--- src/rtl/counter_sequencer_if.sv ---
// Handshake bundle between the board-side controls/counter datapath and counter_sequencer.
// The sequencer uses the slave modport; the board/datapath side uses master.
interface counter_sequencer_if #(
   parameter int WIDTH = 4
);
   logic             start;
   logic             stop;
   logic [1:0]       mode;
   logic [WIDTH-1:0] count;
   logic             cnt_en;
   logic             cnt_up;
   logic             cnt_load;
   logic [WIDTH-1:0] load_val;
   logic             busy;
   logic             done;
   logic [1:0]       state;

   modport master (
      output start, stop, mode, count,
      input  cnt_en, cnt_up, cnt_load, load_val, busy, done, state
   );

   modport slave (
      input  start, stop, mode, count,
      output cnt_en, cnt_up, cnt_load, load_val, busy, done, state
   );
endinterface

--- src/rtl/counter_sequencer.sv ---
// Run-mode controller for the LED counter: prescaled step tick, direction, load strobe.
// Optional macro PINGPONG_EN compiles the ping-pong direction logic for mode 10.
module counter_sequencer #(
   parameter int WIDTH = 4,
   parameter int DIV   = 100_000_000,
   parameter int LO    = 0,
   parameter int HI    = 15
) (
   input logic               clk,
   input logic               rst,
   counter_sequencer_if.slave bus
);

   typedef enum logic [1:0] {
      IDLE = 2'b00,
      LOAD = 2'b01,
      RUN  = 2'b10,
      DONE = 2'b11
   } state_t;

   localparam int               PW        = (DIV > 2) ? $clog2(DIV) : 1;
   localparam logic [PW-1:0]    PRESC_MAX = PW'(DIV - 1);
   localparam logic [WIDTH-1:0] LO_V      = WIDTH'(LO);
   localparam logic [WIDTH-1:0] HI_V      = WIDTH'(HI);
   localparam logic [WIDTH-1:0] HI_M1     = WIDTH'(HI - 1);
`ifdef PINGPONG_EN
   localparam logic [WIDTH-1:0] LO_P1     = WIDTH'(LO + 1);
`endif

   state_t           state_q, state_d;
   logic [1:0]       mode_q, mode_d;
   logic [PW-1:0]    presc_q, presc_d;
   logic             cnt_en_q, cnt_en_d;
   logic             cnt_up_q, cnt_up_d;
   logic             cnt_load_q, cnt_load_d;
   logic [WIDTH-1:0] load_val_q, load_val_d;
   logic             busy_q, busy_d;
   logic             done_q, done_d;

   always_ff @(posedge clk) begin
      if (!rst) begin
         state_q    <= IDLE;
         mode_q     <= 2'b00;
         presc_q    <= '0;
         cnt_en_q   <= 1'b0;
         cnt_up_q   <= 1'b1;
         cnt_load_q <= 1'b0;
         load_val_q <= LO_V;
         busy_q     <= 1'b0;
         done_q     <= 1'b0;
      end else begin
         state_q    <= state_d;
         mode_q     <= mode_d;
         presc_q    <= presc_d;
         cnt_en_q   <= cnt_en_d;
         cnt_up_q   <= cnt_up_d;
         cnt_load_q <= cnt_load_d;
         load_val_q <= load_val_d;
         busy_q     <= busy_d;
         done_q     <= done_d;
      end
   end

   // Outputs are registered, so everything is derived from the next state.
   always_comb begin
      state_d    = state_q;
      mode_d     = mode_q;
      presc_d    = '0;
      cnt_en_d   = 1'b0;
      cnt_up_d   = cnt_up_q;
      cnt_load_d = 1'b0;
      load_val_d = load_val_q;

      case (state_q)
         IDLE: begin
            if (bus.start && !bus.stop) begin
               state_d = LOAD;
               mode_d  = bus.mode;
            end
         end
         LOAD: state_d = RUN;
         RUN: begin
            if (bus.stop) begin
               state_d = IDLE;
            end else begin
               presc_d = (presc_q == PRESC_MAX) ? '0 : presc_q + PW'(1);
               if (cnt_en_q) begin
                  if (mode_q == 2'b11 && bus.count == HI_M1) begin
                     state_d = DONE;
                  end
`ifdef PINGPONG_EN
                  if (mode_q == 2'b10) begin
                     if (cnt_up_q && bus.count == HI_M1) begin
                        cnt_up_d = 1'b0;
                     end else if (!cnt_up_q && bus.count == LO_P1) begin
                        cnt_up_d = 1'b1;
                     end
                  end
`endif
               end
            end
         end
         DONE: begin
            if (bus.stop) begin
               state_d = IDLE;
            end else if (bus.start) begin
               state_d = LOAD;
               mode_d  = bus.mode;
            end
         end
         default: state_d = IDLE;
      endcase

      // Load value and starting direction come from the freshly latched mode.
      if (state_d == LOAD) begin
         cnt_load_d = 1'b1;
         load_val_d = (mode_d == 2'b01) ? HI_V : LO_V;
         cnt_up_d   = (mode_d != 2'b01);
      end

      if (state_d == RUN) begin
         cnt_en_d = (presc_d == PRESC_MAX);
      end

      busy_d = (state_d == LOAD) || (state_d == RUN);
      done_d = (state_d == DONE);
   end

   assign bus.cnt_en   = cnt_en_q;
   assign bus.cnt_up   = cnt_up_q;
   assign bus.cnt_load = cnt_load_q;
   assign bus.load_val = load_val_q;
   assign bus.busy     = busy_q;
   assign bus.done     = done_q;
   assign bus.state    = state_q;

endmodule

--- src/flat_wrapper.sv ---
// flat-port wrapper written by rule: the top's interface ports become plain ports
module counter_sequencer_flat 
#(
   parameter int WIDTH = 4,
   parameter int DIV   = 100_000_000,
   parameter int LO    = 0,
   parameter int HI    = 15
)
  (clk, rst, bus_start, bus_stop, bus_mode, bus_count, bus_cnt_en, bus_cnt_up, bus_cnt_load, bus_load_val, bus_busy, bus_done, bus_state);
  counter_sequencer_if #(.WIDTH(WIDTH)) bus_i ();
  input logic clk;
  input logic rst;
  input wire logic [$bits(bus_i.start)-1:0] bus_start;
  input wire logic [$bits(bus_i.stop)-1:0] bus_stop;
  input wire logic [$bits(bus_i.mode)-1:0] bus_mode;
  input wire logic [$bits(bus_i.count)-1:0] bus_count;
  output wire logic [$bits(bus_i.cnt_en)-1:0] bus_cnt_en;
  output wire logic [$bits(bus_i.cnt_up)-1:0] bus_cnt_up;
  output wire logic [$bits(bus_i.cnt_load)-1:0] bus_cnt_load;
  output wire logic [$bits(bus_i.load_val)-1:0] bus_load_val;
  output wire logic [$bits(bus_i.busy)-1:0] bus_busy;
  output wire logic [$bits(bus_i.done)-1:0] bus_done;
  output wire logic [$bits(bus_i.state)-1:0] bus_state;
  assign bus_i.start = bus_start;
  assign bus_i.stop = bus_stop;
  assign bus_i.mode = bus_mode;
  assign bus_i.count = bus_count;
  assign bus_cnt_en = bus_i.cnt_en;
  assign bus_cnt_up = bus_i.cnt_up;
  assign bus_cnt_load = bus_i.cnt_load;
  assign bus_load_val = bus_i.load_val;
  assign bus_busy = bus_i.busy;
  assign bus_done = bus_i.done;
  assign bus_state = bus_i.state;
  counter_sequencer #(.WIDTH(WIDTH), .DIV(DIV), .LO(LO), .HI(HI)) u_core (.clk(clk), .rst(rst), .bus(bus_i));
endmodule
--- config.mk ---
export PLATFORM = sky130hd
export DESIGN_NAME = counter_sequencer_flat
export DESIGN_NICKNAME = d
export VERILOG_FILES = /design/src/rtl/counter_sequencer_if.sv /design/src/rtl/counter_sequencer.sv /design/src/flat_wrapper.sv
export SDC_FILE = /design/constraint.sdc
export NUM_CORES = 1
export LEC_CHECK = 0
export BUFFER_PORTS_ARGS = -buffer_cell sky130_fd_sc_hd__buf_2
export CORE_MARGIN = 2
export CORE_UTILIZATION = 35
export DETAILED_ROUTE_END_ITERATION = 8
export MAX_ROUTING_LAYER = met4
export SETUP_SLACK_MARGIN = 0.02
export SLEW_MARGIN = 20
export SYNTH_ARGS = -nofsm -noshare
export SYNTH_HDL_FRONTEND = slang
export SYNTH_SLANG_ARGS = --single-unit
--- constraint.sdc ---
create_clock -name clk -period 3.2 [get_ports clk]
set_clock_uncertainty 0.1 [all_clocks]
set_input_delay 0.16 -clock clk [delete_from_list [all_inputs] [get_ports clk]]
set_output_delay 0.16 -clock clk [all_outputs]
set_load 0.02 [all_outputs]
-- Word level (Yosys, flattened, before mapping)
Cells that the tools add are included.
- flip-flop bits (word level): 40
- input bits: 10
- add/sub/neg operators: 1
- equality and inequality tests: 12
- multiplexer cells: 16
- reduce and logical (&&, ||, !) cells: 6
- operators by type and width (kind ; count):
    27-bit two-way mux ; 3
    27-bit equality test (second input constant) ; 2
    27-bit by 1-bit adder with 27-bit output (second input constant) ; 1
    2-bit two-way mux ; 9
    2-bit equality test (second input constant) ; 5
    2-bit one-hot mux with 4 select lines ; 1
    2-bit by 1-bit equality test with 1-bit output (second input constant) ; 3
    4-bit equality test (second input constant) ; 1
    4-bit two-way mux ; 1
    2-bit one-hot mux with 2 select lines ; 1
    1-bit logical AND ; 2
    2-bit logical NOT ; 1
    2-bit by 1-bit != test with 1-bit output (second input constant) ; 1
    2-bit AND reduction ; 1
    1-bit logical NOT ; 1
    1-bit logical OR ; 1
    1-bit two-way mux ; 1

-- Longest topological paths before layout
- depth in word-level cells: 8
- gate-level depth with buffers: 13

-- Least setup slack after synthesis
OpenSTA, ideal clock, no wires.
- path type: register to register
- start: register u_core.state_q[0], in the netlist u_core.bus.state[0]
- end: register u_core.cnt_en_q, in the netlist u_core.bus.cnt_en
- setup time: 0.088 ns
- data arrival time: 2.734 ns
- path slack: 0.278 ns
- cell stages (with the launch flop): 14
- buffers on the path: 0
- clock period less this slack: 2.922 ns
- path through: dfxtp_1 inv_1 ha_1 nand4_1 nor2_1 a2111oi_0 a21oi_1 o31ai_1 ha_1 nand4_1 or4_1 nor3_1 nand4_1 nor4_2
- longest elaborated chain between the ends: 6
- RTL lines (element ; RTL line ; text):
    start: declaration ; counter_sequencer.sv:30 ; state_t state_q, state_d;
    start signal: assignment ; counter_sequencer.sv:52 ; state_q <= state_d;
    2-bit two-way mux ; counter_sequencer.sv:88 ; if (mode_q == 2'b11 && bus.count == HI_M1) begin
    2-bit two-way mux ; counter_sequencer.sv:87 ; if (cnt_en_q) begin
    2-bit two-way mux ; counter_sequencer.sv:83 ; if (bus.stop) begin
    2-bit one-hot mux with 4 select lines ; counter_sequencer.sv:74 ; case (state_q)
    2-bit equality test ; counter_sequencer.sv:121 ; if (state_d == RUN) begin
    2-bit AND reduction (no source line) ; n/a ;
    end signal: assignment ; counter_sequencer.sv:55 ; cnt_en_q <= cnt_en_d;
    end: declaration ; counter_sequencer.sv:33 ; logic cnt_en_q, cnt_en_d;
Several ways; a longest one is shown, not always the timed one.
A chain may end at the register's enable or synchronous reset.

-- Worst setup path after layout
Same ends and word-level chain as after synthesis.

==> flow_metrics.py <==
metrics = {
    "critical_path": {
        "cp.arrival_ns": 3.02,
        "end_kind": "flip-flop",
        "worst_setup_path_start_kind": "flip-flop",
        "crit_family": "simple AND/OR/NAND/NOR gates",
        "path_buf_inv": 1,
        "worst-r2r-setup-slack_ns": 0.29,
        "worstReg2RegEnd": "u_core.bus.cnt_en",
        "slowest_delay_ns": 0.47,
        "path_max_fanout": 7,
        "required_ns": 3.30,
        "path_common_cell": "nand4_1",
        "path_cells": "inv_1 -> ha_2 -> nand4_1 -> nor2_1 -> a2111oi_1 -> a21oi_1 -> o31ai_1 -> ha_2 -> nand4_1 -> or4_1 -> nor3_1 -> nand4_1 -> nor4_2",
        "r2r_start": "u_core.bus.state[0]",
        "reg2regPathDepth": 13,
        "crit_type": "reg2reg",
        "critPathSlowestCell": "or4_1",
    },
    "global_routing": {
        "overflow": 0,
        "grtUsageTotal": 0.153,
        "antenna_found_initial": 0,
        "grt_max_degree": 12,
        "first_global_vias": 1655,
        "grt_first_pass_wirelength_um": 7590,
    },
    "yosys": {
        "ys.flop_type": "dfxtp_1",
        "synth-edff-count": 0,
        "synth.yosys.warnings": 0,
        "ys_types": 51,
        "synth_area_um2": 2020,
        "synth_xor_area_frac": 0.0954,
        "muxShareOfSynthArea": 0.00991,
        "synth_nets": 253,
        "synth_top_family_by_area": "simple AND/OR/NAND/NOR gates",
        "syn_inst": 235,
        "synth-adder-area-share": 0.0495,
        "ys_seq_area_frac": 0.367,
        "async_flop_share": 0,
        "synth_compound_area_frac": 0.0910,
        "synth_seq_cells": 37,
        "synth.avg_cell_area_um2": 8.60,
        "synth-simple-area-share": 0.339,
    },
    "cts": {
        "cts_sinks": 37,
        "cts_made_buffers": 5,
        "cts_resized": 0,
        "clkTransAtPathRegs_ns": 0.07,
        "h-tree-depth": 2,
        "ctsHoldBuffers": 0,
        "cts-root-buf": "clkbuf_8",
        "clock_latency_ns": 0.28,
        "clock_path_buffers": 2,
        "tritoncts": "yes",
        "post-cts-setup-buffer-count": 0,
    },
    "pwr": {
        "p_leak_nw": 0.821,
        "powerDensity_nw_per_um2": 399,
        "peakVddDrop_v": 0.000250,
    },
    "timing": {
        "timing.final.ws_setup_ns": 0.287,
        "setup_violations": 0,
        "setup-tns-final_ns": 0,
        "finalWorstPathRequiredPeriod_ns": 2.91,
        "hold_viol_final": 0,
        "slew_violations": 0,
        "maxSlewHeadroom": 0.736,
        "grt_setup_unrepaired": "no",
        "worst_pin_slew_ns": 0.393,
        "post-route-period-util": 0.910,
        "max_clock_freq_mhz": 343,
    },
    "placed_design": {
        "dp_cells": 321,
        "gp_congestion": 0.883,
        "io_buffers": 20,
        "pre_cts_ws_ns": 0.148,
        "dpl_cell_area_um2": 2190,
        "dp.final_hpwl_um": 3340,
    },
    "status": {
        "status": "finished, final reports clean",
    },
    "final_layout": {
        "drive_gt1_frac": 0.207,
        "final_cell_mix": "nor2_1 (37), dfxtp_1 (35), buf_2 (20)",
        "synthToLayoutAreaGrowth_pct": 14.5,
        "nets": 274,
        "diodes": 0,
        "final_cells": 328,
        "mostFrequentLayoutCell": "nor2_1",
        "fin_area_um2": 2310,
    },
    "worst_hold_path": {
        "hold_depth": 2,
        "min-delay-start": "rst",
        "whs_endpoint": "u_core.bus.done",
        "min_path_type": "in2reg",
    },
    "route": {
        "ant_nets": 0,
        "drcViolationCount": 0,
        "via_per_inst": 5.10,
        "drt_iter0_markers": 77,
        "via_count": 1673,
        "wl_per_cell_um": 13.5,
        "routed_wl_um": 4440,
        "first_pass_iters": 4,
    },
    "floorplanning": {
        "top_level_ports": 21,
        "start_util": 0.365,
        "num_rows": 27,
        "dieArea_um2": 6400,
        "core_area_um2": 5540,
        "die_w_um": 80.0,
        "die_h_um": 80.0,
    },
    "flow_run": {
        "max-cap-violations": 0,
    },
}
where the power goes:
part / total, mW / internal, mW / switching [mW]
clock: 0.395 / 0.227 / 0.169
combinational: 0.0554 / 0.0214 / 0.0340
sequential: 0.471 / 0.467 / 0.00486
total: 0.922 / 0.715 / 0.207
Yosys cell counts, types with 2 or more instances:
| cell type | instances | share of area |
|---|---|---|
| buf_4 | 5 | 0.019 |
| nand4_1 | 11 | 0.034 |
| nor3b_1 | 2 | 0.0074 |
| nor2_1 | 37 | 0.069 |
| o21ai_0 | 4 | 0.0099 |
| a21oi_1 | 7 | 0.017 |
| nor4b_1 | 2 | 0.0087 |
| o31ai_1 | 4 | 0.015 |
| nor2b_1 | 3 | 0.0093 |
| nand3_1 | 9 | 0.022 |
| nand2b_1 | 3 | 0.0093 |
| clkbuf_1 | 3 | 0.0056 |
| nor3_1 | 2 | 0.0050 |
| mux2i_1 | 2 | 0.0099 |
| and3_4 | 2 | 0.011 |
| or4_1 | 3 | 0.011 |
| nor4_1 | 4 | 0.012 |
| inv_1 | 12 | 0.022 |
| dfxtp_1 | 37 | 0.37 |
| xor2_1 | 12 | 0.052 |
| ha_1 | 8 | 0.050 |
| and3_1 | 4 | 0.012 |
| and2_1 | 4 | 0.012 |
| nand4b_1 | 2 | 0.0087 |
| a22oi_1 | 2 | 0.0074 |
| or2_2 | 2 | 0.0062 |
| xnor2_1 | 10 | 0.043 |
| nor4_2 | 2 | 0.012 |
| nand2_1 | 15 | 0.028 |
worst max-delay path by stage:
stage	endpoint	start	cells past startpoint	slack (ns)
after floorplan	u_core.bus.cnt_en	u_core.bus.state[0]	13	0.28
after global placement	u_core.bus.cnt_en	u_core.bus.state[0]	13	0.25
after detailed placement	u_core.bus.cnt_en	u_core.bus.state[0]	13	0.15
after CTS	u_core.bus.cnt_en	u_core.bus.state[0]	13	0.11
after global routing	u_core.bus.cnt_en	u_core.bus.state[0]	13	0.02
final	u_core.bus.cnt_en	u_core.bus.state[0]	13	0.29
layer usage:
metal	GRT usage	wire length, µm	up-vias
met5	-	0	-
met4	0.0390	11	0
met3	0.0328	160	2
met2	0.246	2060	26
met1	0.196	2210	778
li1	-	-	867
sequential cells by signal (all words and copies together), names as in the netlist:
register,cells
u_core.bus.done,1
u_core.bus.cnt_en,1
u_core.bus.busy,1
u_core.mode_q,2
u_core.bus.load_val,1
u_core.presc_q,27
u_core.bus.state,2
u_core.bus.cnt_load,1
u_core.bus.cnt_up,1
metrics by stage:
step           total power, mW  utilization  hold WS [ns]
2_1_floorplan            0.520            -         0.182
3_3_place_gp             0.536        0.396         0.337
3_5_place_dp             0.537        0.396         0.338
4_1_cts                  0.932        0.415        0.0358
5_1_grt                  0.955        0.418        0.0542
6_report                 0.922        0.418        0.0439
cell families (layout without fill, tap and decap cells):
group	count (synthesis)	after routing
compound gates	27	27
xor+xnor	22	22
fa+ha+maj	8	8
buf+inv	21	42
flops	37	37
mux	2	2
simple gates	118	118
final cells by class:
cell class,instances,area (µm²)
Clock buffer,5,68.8
Clock inverter,2,35.0
Fill cell,577,3230
Inverter,12,45.0
Multi-Input combinational cell,177,1210
Sequential cell,37,746
Tap cell,72,90.1
Timing Repair Buffer,23,123
Power figures use the tool's default switching activity.
